`src/rtl/cpu_trace_pkg.sv`:
```
// Shared definitions for the 6502 bus tracer.
//   state_e    : capture FSM states
//   ENT_*      : bit offsets of the fields in a trace entry {we, data[7:0], addr[15:0]}
//   make_entry : packs one entry from its fields
package cpu_trace_pkg;

  typedef enum logic [1:0] {
    StIdle  = 2'd0,
    StArmed = 2'd1,
    StPost  = 2'd2,
    StDone  = 2'd3
  } state_e;

  localparam int unsigned ENT_ADDR = 0;
  localparam int unsigned ENT_DATA = 16;
  localparam int unsigned ENT_WE   = 24;
  localparam int unsigned ENT_W    = 25;

  typedef logic [ENT_W-1:0] entry_t;

  function automatic entry_t make_entry(input logic we, input logic [7:0] data,
                                        input logic [15:0] addr);
    entry_t e;
    e                  = '0;
    e[ENT_WE]          = we;
    e[ENT_DATA +: 8]   = data;
    e[ENT_ADDR +: 16]  = addr;
    return e;
  endfunction

endpackage

```
`src/rtl/trace_fifo_ram.sv`:
```
// Circular trace storage: DEPTH entries with write/read pointers and a fill level.
//   clk_i, rst_i : clock, synchronous active-high reset
//   clr_i        : empty the buffer (pointers and level to zero)
//   push_i       : write wdata_i; when full it is accepted only with a pop or with ovw_i
//   ovw_i        : a push into a full buffer without pop discards the oldest entry
//   pop_i        : drop the head entry (ignored when empty)
//   rdata_o      : head entry (first-word fall-through)
//   level_o      : entries held, 0..DEPTH
//   full_o       : level_o == DEPTH
module trace_fifo_ram
  import cpu_trace_pkg::*;
#(
  parameter int unsigned DEPTH = 16
) (
  input  logic                   clk_i,
  input  logic                   rst_i,
  input  logic                   clr_i,
  input  logic                   push_i,
  input  logic                   ovw_i,
  input  logic                   pop_i,
  input  entry_t                 wdata_i,
  output entry_t                 rdata_o,
  output logic [$clog2(DEPTH):0] level_o,
  output logic                   full_o
);

  localparam int unsigned PtrW = $clog2(DEPTH);
  localparam logic [PtrW:0]   LevelMax = (PtrW + 1)'(DEPTH);
  localparam logic [PtrW:0]   LevelOne = (PtrW + 1)'(1);
  localparam logic [PtrW-1:0] PtrOne   = PtrW'(1);

  entry_t          mem_q [DEPTH];
  logic [PtrW-1:0] wr_ptr_q, wr_ptr_d;
  logic [PtrW-1:0] rd_ptr_q, rd_ptr_d;
  logic [PtrW:0]   level_q, level_d;
  logic            empty, do_pop, do_wr, drop_oldest;

  always_comb begin
    full_o      = (level_q == LevelMax);
    empty       = (level_q == '0);
    do_pop      = pop_i && !empty;
    do_wr       = push_i && (!full_o || do_pop || ovw_i);
    // Overwrite: the slot being written is the current head, so the head moves on.
    drop_oldest = do_wr && full_o && !do_pop;

    wr_ptr_d = wr_ptr_q;
    rd_ptr_d = rd_ptr_q;
    level_d  = level_q;
    if (do_wr) wr_ptr_d = wr_ptr_q + PtrOne;
    if (do_pop || drop_oldest) rd_ptr_d = rd_ptr_q + PtrOne;
    if (do_wr && !do_pop && !full_o) begin
      level_d = level_q + LevelOne;
    end else if (do_pop && !do_wr) begin
      level_d = level_q - LevelOne;
    end
    if (clr_i) begin
      wr_ptr_d = '0;
      rd_ptr_d = '0;
      level_d  = '0;
    end
  end

  always_ff @(posedge clk_i) begin
    if (rst_i) begin
      wr_ptr_q <= '0;
      rd_ptr_q <= '0;
      level_q  <= '0;
    end else begin
      wr_ptr_q <= wr_ptr_d;
      rd_ptr_q <= rd_ptr_d;
      level_q  <= level_d;
    end
  end

  always_ff @(posedge clk_i) begin
    if (do_wr && !clr_i) mem_q[wr_ptr_q] <= wdata_i;
  end

  assign rdata_o = mem_q[rd_ptr_q];
  assign level_o = level_q;

endmodule

```
`src/rtl/cpu_bus_tracer.sv`:
```
// Snoops the 6502 bus and records completed bus cycles into a circular trace buffer.
// Capture runs from arm until POST_CNT entries after the first trigger-address entry.
//   clk, reset         : cpu clock, synchronous active-high reset
//   cpu_addr/do/di/we  : core bus (di valid the cycle after its address)
//   arm                : pulse; clear buffer and flags, start capture
//   trig_addr          : trigger address
//   stall_en           : hold the core via cpu_rdy instead of dropping when full after trigger
//   cpu_rdy            : to core RDY
//   rd_en/rd_valid/rd_data : FWFT drain port, rd_data = {we, data, addr}
//   level              : entries held
//   triggered/overflow : sticky status since last arm
module cpu_bus_tracer
  import cpu_trace_pkg::*;
#(
  parameter int unsigned DEPTH    = 16,
  parameter int unsigned POST_CNT = 8
) (
  input  logic                   clk,
  input  logic                   reset,
  input  logic [15:0]            cpu_addr,
  input  logic [7:0]             cpu_do,
  input  logic [7:0]             cpu_di,
  input  logic                   cpu_we,
  input  logic                   arm,
  input  logic [15:0]            trig_addr,
  input  logic                   stall_en,
  output logic                   cpu_rdy,
  input  logic                   rd_en,
  output logic                   rd_valid,
  output logic [ENT_W-1:0]       rd_data,
  output logic [$clog2(DEPTH):0] level,
  output logic                   triggered,
  output logic                   overflow
);

  localparam int unsigned PostW = $clog2(DEPTH);
  localparam logic [PostW-1:0] PostInit = PostW'(POST_CNT);
  localparam logic [PostW-1:0] PostOne  = PostW'(1);

  state_e           state_q, state_d;
  logic [PostW-1:0] post_q, post_d;
  logic             triggered_q, triggered_d;
  logic             overflow_q, overflow_d;

  // Launch stage: bus cycle whose read data arrives next cycle.
  logic             l_valid_q;
  logic [15:0]      l_addr_q;
  logic [7:0]       l_do_q;
  logic             l_we_q;

  // Completed entry waiting for space while the core is stalled.
  logic             hold_valid_q, hold_valid_d;
  entry_t           hold_ent_q, hold_ent_d;

  entry_t           cmp_ent, fifo_rdata;
  logic             cmp_valid, cmp_hit;
  logic             full, pop, stall;
  logic             fifo_push, fifo_pop, fifo_clr, fifo_ovw;

  always_comb begin
    rd_valid = (level != '0) && (state_q != StArmed);
    pop      = rd_en && rd_valid;
    stall    = (state_q == StPost) && full && stall_en && !pop;
    cpu_rdy  = !stall;
    rd_data  = rd_valid ? fifo_rdata : '0;

    cmp_valid = hold_valid_q || l_valid_q;
    cmp_ent   = hold_valid_q ? hold_ent_q
                             : make_entry(l_we_q, l_we_q ? l_do_q : cpu_di, l_addr_q);
    cmp_hit   = (cmp_ent[ENT_ADDR +: 16] == trig_addr);
  end

  always_comb begin
    state_d      = state_q;
    post_d       = post_q;
    triggered_d  = triggered_q;
    overflow_d   = overflow_q;
    hold_valid_d = 1'b0;
    hold_ent_d   = hold_ent_q;
    fifo_push    = 1'b0;
    fifo_pop     = 1'b0;
    fifo_clr     = 1'b0;
    fifo_ovw     = (state_q == StArmed);

    if (arm) begin
      // Any completion in flight belongs to the previous capture and is discarded.
      fifo_clr    = 1'b1;
      state_d     = StArmed;
      post_d      = '0;
      triggered_d = 1'b0;
      overflow_d  = 1'b0;
    end else begin
      unique case (state_q)
        StIdle: fifo_pop = pop;
        StArmed: begin
          if (cmp_valid) begin
            fifo_push = 1'b1;
            if (cmp_hit) begin
              triggered_d = 1'b1;
              post_d      = PostInit;
              state_d     = StPost;
            end
          end
        end
        StPost: begin
          fifo_pop = pop;
          if (cmp_valid) begin
            if (!full || pop) begin
              fifo_push = 1'b1;
              post_d    = post_q - PostOne;
              if (post_q == PostOne) state_d = StDone;
            end else if (stall_en) begin
              hold_valid_d = 1'b1;
              hold_ent_d   = cmp_ent;
            end else begin
              overflow_d = 1'b1;
              post_d     = post_q - PostOne;
              if (post_q == PostOne) state_d = StDone;
            end
          end
        end
        StDone: fifo_pop = pop;
        default: ;
      endcase
    end
  end

  always_ff @(posedge clk) begin
    if (reset) begin
      state_q      <= StIdle;
      post_q       <= '0;
      triggered_q  <= 1'b0;
      overflow_q   <= 1'b0;
      hold_valid_q <= 1'b0;
      hold_ent_q   <= '0;
      l_valid_q    <= 1'b0;
      l_addr_q     <= '0;
      l_do_q       <= '0;
      l_we_q       <= 1'b0;
    end else begin
      state_q      <= state_d;
      post_q       <= post_d;
      triggered_q  <= triggered_d;
      overflow_q   <= overflow_d;
      hold_valid_q <= hold_valid_d;
      hold_ent_q   <= hold_ent_d;
      l_valid_q    <= cpu_rdy;
      if (cpu_rdy) begin
        l_addr_q <= cpu_addr;
        l_do_q   <= cpu_do;
        l_we_q   <= cpu_we;
      end
    end
  end

  trace_fifo_ram #(
    .DEPTH (DEPTH)
  ) u_fifo (
    .clk_i   (clk),
    .rst_i   (reset),
    .clr_i   (fifo_clr),
    .push_i  (fifo_push),
    .ovw_i   (fifo_ovw),
    .pop_i   (fifo_pop),
    .wdata_i (cmp_ent),
    .rdata_o (fifo_rdata),
    .level_o (level),
    .full_o  (full)
  );

  assign triggered = triggered_q;
  assign overflow  = overflow_q;

endmodule

```
`config.mk`:
```
export PLATFORM = sky130hd
export DESIGN_NAME = cpu_bus_tracer
export DESIGN_NICKNAME = d
export VERILOG_FILES = /design/src/rtl/cpu_trace_pkg.sv /design/src/rtl/trace_fifo_ram.sv /design/src/rtl/cpu_bus_tracer.sv
export SDC_FILE = /design/constraint.sdc
export NUM_CORES = 1
export LEC_CHECK = 0
export BUFFER_PORTS_ARGS = -buffer_cell sky130_fd_sc_hd__buf_2
export CORE_MARGIN = 2
export CORE_UTILIZATION = 25
export CTS_CLUSTER_DIAMETER = 40
export DETAILED_ROUTE_END_ITERATION = 10
export HOLD_SLACK_MARGIN = 0.02
export PLACE_DENSITY = 0.47
export SLEW_MARGIN = 5
export SYNTH_ARGS = -nofsm -noshare
export SYNTH_HDL_FRONTEND = slang
export SYNTH_HIERARCHICAL = 1
export SYNTH_SLANG_ARGS = --single-unit
```
`constraint.sdc`:
```
create_clock -name clk -period 4.4 [get_ports clk]
set_input_delay 0.22 -clock clk [delete_from_list [all_inputs] [get_ports clk]]
set_output_delay 0.22 -clock clk [all_outputs]
set_load 0.01 [all_outputs]
```
Word-level counts from Yosys, hierarchy flattened:

Memory sizes are Yosys's and may differ from the RTL's. A register that Yosys moved wholly into a read port is not among the register bits.
Cells that the tools add are included.

* add/subtract/negate cells: 5
* multipliers: 0
* div/mod/pow operators: 0
* $lt $le $gt $ge: 0
* equal/unequal tests: 15
* shifts and indexed selects: 0
* muxes and demuxes: 32
* bitwise gates (word level): 5
* reduce and logical (&&, ||, !) cells: 40

Operator list (count)
* 25-bit two-way mux: 2
* 4-bit two-way mux: 7
* 16-bit equality test: 1
* 5-bit AND reduction: 3
* 1-bit logical AND: 13
* 2-bit two-way mux: 6
* 1-bit two-way mux: 11
* 5-bit two-way mux: 2
* 3-bit != test (second input constant): 3
* 4-bit by 1-bit adder with 4-bit output (second input constant): 2
* 8-bit two-way mux: 1
* 4-bit one-hot mux with 2 select lines: 1
* 1-bit logical NOT: 7
* 2-bit != test (second input constant): 3
* 5-bit by 1-bit adder with 5-bit output (second input constant): 1
* 5-bit equality test (second input constant): 1
* 5-bit logical NOT: 1
* 1-bit logical OR: 5
* 1-bit inverter: 5
* 5-bit nonzero test: 1
* 5-bit OR reduction: 1
* 5-bit by 1-bit subtractor with 5-bit output (second input constant): 1
* 2-bit equality test (second input constant): 2
* 4-bit by 1-bit equality test with 1-bit output (second input constant): 1
* other kinds (14): 16

* flip-flop bits (word level): 73
* latch bits: 0
* bits in writable memories: 400
* ROM bits: 0
* bits of input ports: 54
* output and inout port bits: 34
* word-level logic and storage cells: 112
* memories: 1

Memory list
* u_fifo.mem_q: depth 16, bits a word 25, read ports 1, clocked after Yosys merged registers in 1, wr ports 1, line trace_fifo_ram.sv:32 `entry_t mem_q [DEPTH];`

Logic depth before layout (Yosys ltp):

* word-level depth: 14
* depth in mapped cells: 15
* mapped depth without buffers: 14

Cells and area by module:

Netlist, hierarchy kept.

By module, submodules not included
* trace_fifo_ram: instances 1, cells an instance 743, area an instance 15940.3 µm², sequential area each 12351.8 µm²
* cpu_bus_tracer: instances 1, cells an instance 362, area an instance 3100.5 µm², sequential area each 1201.2 µm²

Least setup slack after synthesis:

No wires, ideal clock.

* path kind: register to register
* from: register state_q[1]
* to: memory u_fifo/mem_q[13][0] in the netlist's numbering (enable)
* library setup time: 0.407 ns
* arrival: 3.600 ns
* required time: 3.993 ns
* path slack: 0.394 ns
* cell stages (with the launch flop): 12
* path buffers: 1
* cell sequence: dfxtp_1 inv_1 ha_1 buf_2 a211o_1 a21oi_1 nor2_1 nor4_1 inv_1 a31oi_1 nand2_1 nor2_1

RTL lines
* start: declaration: line cpu_bus_tracer.sv:40 `state_e state_q, state_d;`
* start signal: assignment: line cpu_bus_tracer.sv:130 `state_q <= StIdle;`
* start signal: assignment: line cpu_bus_tracer.sv:141 `state_q <= state_d;`
* 2-bit by 1-bit equality test with 1-bit output: line cpu_bus_tracer.sv:83 `fifo_ovw = (state_q == StArmed);`
* net fifo_ovw: line cpu_bus_tracer.sv:58 `logic fifo_push, fifo_pop, fifo_clr, fifo_ovw;`
* 1-bit one-hot mux with 2 select lines: line cpu_bus_tracer.sv:93 `unique case (state_q)`
* 1-bit two-way mux: line cpu_bus_tracer.sv:85 `if (arm) begin`
* net fifo_push: line cpu_bus_tracer.sv:58
* 1-bit logical AND: line trace_fifo_ram.sv:42 `do_wr = push_i && (!full_o || do_pop || ovw_i);`
* 1-bit logical AND: line trace_fifo_ram.sv:76 `if (do_wr && !clr_i) mem_q[wr_ptr_q] <= wdata_i;`
* 1-bit two-way mux: line trace_fifo_ram.sv:76
* 1-bit two-way mux (implied by the code): line trace_fifo_ram.sv:76
* end: declaration: line trace_fifo_ram.sv:32

The timed path passes the listed nets, and every way through them passes these cells.

Final worst setup path:

* from: register u_fifo.level_q[4] (netlist: u_fifo/level_o[4])
* to: register u_fifo.level_q[4] (netlist: u_fifo/level_o[4])

* word-level cells in the longest chain between the ends: 12

RTL lines
* start: declaration: line trace_fifo_ram.sv:35 `logic [PtrW:0] level_q, level_d;`
* start signal: assignment: line trace_fifo_ram.sv:71 `level_q <= level_d;`
* 5-bit nonzero test: line cpu_bus_tracer.sv:61 `rd_valid = (level != '0) && (state_q != StArmed);`
* 1-bit logical AND: line cpu_bus_tracer.sv:61
* 1-bit logical AND: line cpu_bus_tracer.sv:62 `pop = rd_en && rd_valid;`
* 1-bit logical OR (*): line cpu_bus_tracer.sv:108 `if (!full || pop) begin`
* 1-bit two-way mux (*): line cpu_bus_tracer.sv:108
* 1-bit two-way mux (*): line cpu_bus_tracer.sv:107 `if (cmp_valid) begin`
* 1-bit one-hot mux with 2 select lines (*): line cpu_bus_tracer.sv:93
* 1-bit two-way mux (*): line cpu_bus_tracer.sv:85
* net fifo_push: line cpu_bus_tracer.sv:58
* 1-bit logical AND (*): line trace_fifo_ram.sv:42
* 1-bit logical AND or 1-bit logical NOT (tied branches): line trace_fifo_ram.sv:51, trace_fifo_ram.sv:53
* 1-bit logical AND, on equally long branches: line trace_fifo_ram.sv:51, trace_fifo_ram.sv:53
* 5-bit two-way mux or 2-bit nonzero test (tied branches)

The timed path passes the listed nets; every way through them passes the cells marked *. The select of a mux whose other input is x is not followed.
A chain may end at the register's enable or synchronous reset.

==> reports/results.txt <==
Synth top area cells = edfxtp_1 (63%), mux4_2 (12%), dfxtp_1 (8.1%)
Cells after Synth = 1105
Syn nets = 1172
Switching share of power = 21.3%
Final Cycle Share = 88.7%
Unrepaired setup endpoints after global routing = false
Tot Pwr = 11.0 mW
Max stage delay on crit path = 0.69 ns
Area Growth Syn to Fin = 24.9%
Crit path time final = 3.90 ns
Most Used Layer, Global Route = met2
Cell taking the most area after synthesis = edfxtp_1
Met2 GRT Util = 20.4%
Max-slew headroom = 39.6%
Finished Layout Cells = 2326
Seq/Total Area, Yosys = 71.2%
Setup CP Type = flip-flop to flip-flop
DPL Wire Length = 29.5 mm
Yosys cell types = 56
Post-synth EDFFs = 400
Critical path arrival = 4.38 ns
Combinational share of power = 2.1%
Placed insts = 2162
Syn Std Cell Area = 19000 µm²
Leading cell types in the layout, fill and taps excluded = edfxtp_1 (400), nand2_1 (101), mux4_2 (100), buf_2 (87), clkbuf_16 (76)
GRT Util Overall = 12.4%
Slew Limit Fails = 0
Final wirelength = 48.0 mm
Clock share of power = 53.2%
Vias in the first global route = 10900
Starting Density = 25.2%
Status = finished clean
Number of max-cap violations = 0
P_int = 8.70 mW
Worst vdd ir = 257 µV
Final #Nets = 1352
Htree depth = 3
Congestion Overflow GR = 0
Synthesized flop and latch total = 477
Post-CTS sizing = 0
Fmax = 0.256 GHz
Commonest non-fill, non-tap cell in the layout = edfxtp_1
Reg clk slew, reported paths = 0.05 ns
Lkg Pwr = 7.90 nW
WL/cell = 20.6 µm
Initial antenna violation count = 0
Share of power burned in registers = 44.6%
DR iter-0 viols = 704
Top_reg_cell synth = edfxtp_1
Die H = 280 µm
Startpoint type of the worst setup path = flip-flop
Rows = 101
Clk_skew = 0.0153 ns
Global routing usage on met3 = 2.11%
# setup viols final = 0
Max FO, Critical Path = 12
Hold WC Path Type = input pin to flip-flop
Clk sinks = 477
First-pass GRT wire length = 71.5 mm
Die ar. = 78400 µm²
Clock Tree Buf Depth = 3
Worst Hold Slack = 0.0703 ns
Root buffer cell = clkbuf_16
RD Place Congestion = 0.729
Setup_tns = 0 ns
Final Hold Fails = 0
Total core area = 75700 µm²
Largest net degree at the start of global routing = 57
Drc violations = 0
Post-route ant nets = 0
Vias per cell = 4.48
Die width = 280 µm
Routed vias = 10400
Syn avg cell area = 17.2 µm²
Crit-path cells = nor2_1, a211o_1, a21oi_1, nor2_1, nor4_1, nor2b_1, mux2_2, inv_1, ha_1, nand3_1, a211o_1, a32o_1, o21a_1
Async SR Flop Fraction = 0%
Synthesis warning total = 6
Post-synth top area share = 63.1%
Placed inst area = 21000 µm²
CTS tree = built
Element type at the critical path end = flip-flop
Power Dens Cells = 464 nW/µm²
Critical-path top delay cell = nor4_1
Final instance area = 23800 µm²
PortBufs = 87
M1 GR Usage = 16.5%
TritonRoute pass-1 iters = 5
Slew @ Worst Pin = 0.901 ns
P_sw = 2.35 mW
# IOs = 88
Fraction of layout instances using a drive strength above 1 = 30.1%
CTS Buf Count = 74
Clock Latency Late Sink = 0.59 ns
Crit path required time = 4.87 ns
## through the flow
step                utilization (%)  worst slack [ns]
floorplan                         -             0.394
global placement               27.7             0.688
detailed placement             27.7             0.583
CTS                            31.4             0.559
global route                   31.4             0.227
finish                         31.4             0.495
## synth_stat cells (all sizes together), types with 2 or more instances
cell and number:
xnor2 2, o31ai 3, ha 12, a211o 3, mux4 100, inv 14
dfxtp 77, o21a 3, a21boi 2, a211oi 3, nor2 56, o21ai 15
or3 5, nand3 6, a22oi 50, nor2b 6, clkbuf 36, a41oi 2
a31oi 4, and2 26, nand4 4, xor2 17, nand2 101, nor4 9
mux2 18, nor3 8, or4 4, a21oi 36, and3 8, o211ai 3
buf 25, mux2i 35, edfxtp 400
## kinds of logic (layout without fill, tap and decap cells)
logic type / Yosys count / count (layout) / synth area share [%]
other: 0 / 1 / 0
AND/OR/NAND/NOR: 237 / 237 / 5.93
AO/OA/AOI/OAI: 131 / 131 / 4.61
adder cells (fa/ha/maj): 13 / 13 / 0.894
multiplexers: 153 / 153 / 14.8
XOR/XNOR: 19 / 19 / 0.874
buffers and inverters: 75 / 317 / 1.68
flip-flops: 477 / 477 / 71.2
## worst max-delay path, delay by kind of cell, from the launching register on
kind	cells	cell delay [ns]
DFF	1	0.57
AOI/OAI and AO/OA	5	1.23
and+or+nand+nor	5	1.26
buffers and inverters	1	0.14
adders and majority gates	1	0.37
muxes	1	0.21
## state kept, by name, summed over array words and instances (netlist names), 2 cells and up, named ones only
signal / cells
state_q: 2
l_addr_q: 16
u_fifo/wr_ptr_q: 4
u_fifo/rd_ptr_q: 4
u_fifo/level_o: 5
post_q: 4
hold_ent_q: 25
u_fifo/mem_q: 400
l_do_q: 8
## final cells by class
class / instances / area (µm²)
Inverter: 14 / 52.6
Multi-Input combinational cell: 553 / 5260
Tap cell: 978 / 1220
Sequential cell: 477 / 13600
Timing Repair Buffer: 165 / 1160
Clock inverter: 54 / 602
Fill cell: 7295 / 51900
Antenna cell: 1 / 2.50
Clock buffer: 84 / 1930
## layer usage
layer	vias up	routed length (µm)
li1	4749	-
met1	5355	22000
met2	245	23000
met3	74	1880
met4	0	1090
met5	-	0
## worst paths after layout
path	from	slack [ns]	endpoint	cells after the start
setup / recovery	u_fifo/level_o[4]$_SDFFE_PP0P_	0.50	u_fifo/level_o[4]$_SDFFE_PP0P_	13
hold / removal	arm	0.07	hold_valid_q$_SDFF_PP0_	2
setup reg to reg	u_fifo/level_o[4]$_SDFFE_PP0P_	0.50	u_fifo/level_o[4]$_SDFFE_PP0P_	13
hold reg to reg	l_do_q[2]$_SDFFE_PP0N_	0.45	l_do_q[2]$_SDFFE_PP0N_	2
## power groups by stage
stage          combinational [mW]  clock [mW]  sequential [mW]
2_1_floorplan               0.114           0             5.02
3_3_place_gp                0.219           0             5.02
3_5_place_dp                0.223           0             5.02
4_1_cts                     0.241        6.03             4.93
5_1_grt                     0.264        6.22             4.93
6_report                    0.236        5.88             4.93
## repair_timing
item / in CTS / in global routing
hold buffers: 25 / 0
setup buffers: 0 / 0
endpoints found under the hold margin: 25 / 0
Power figures use the tool's default switching activity.
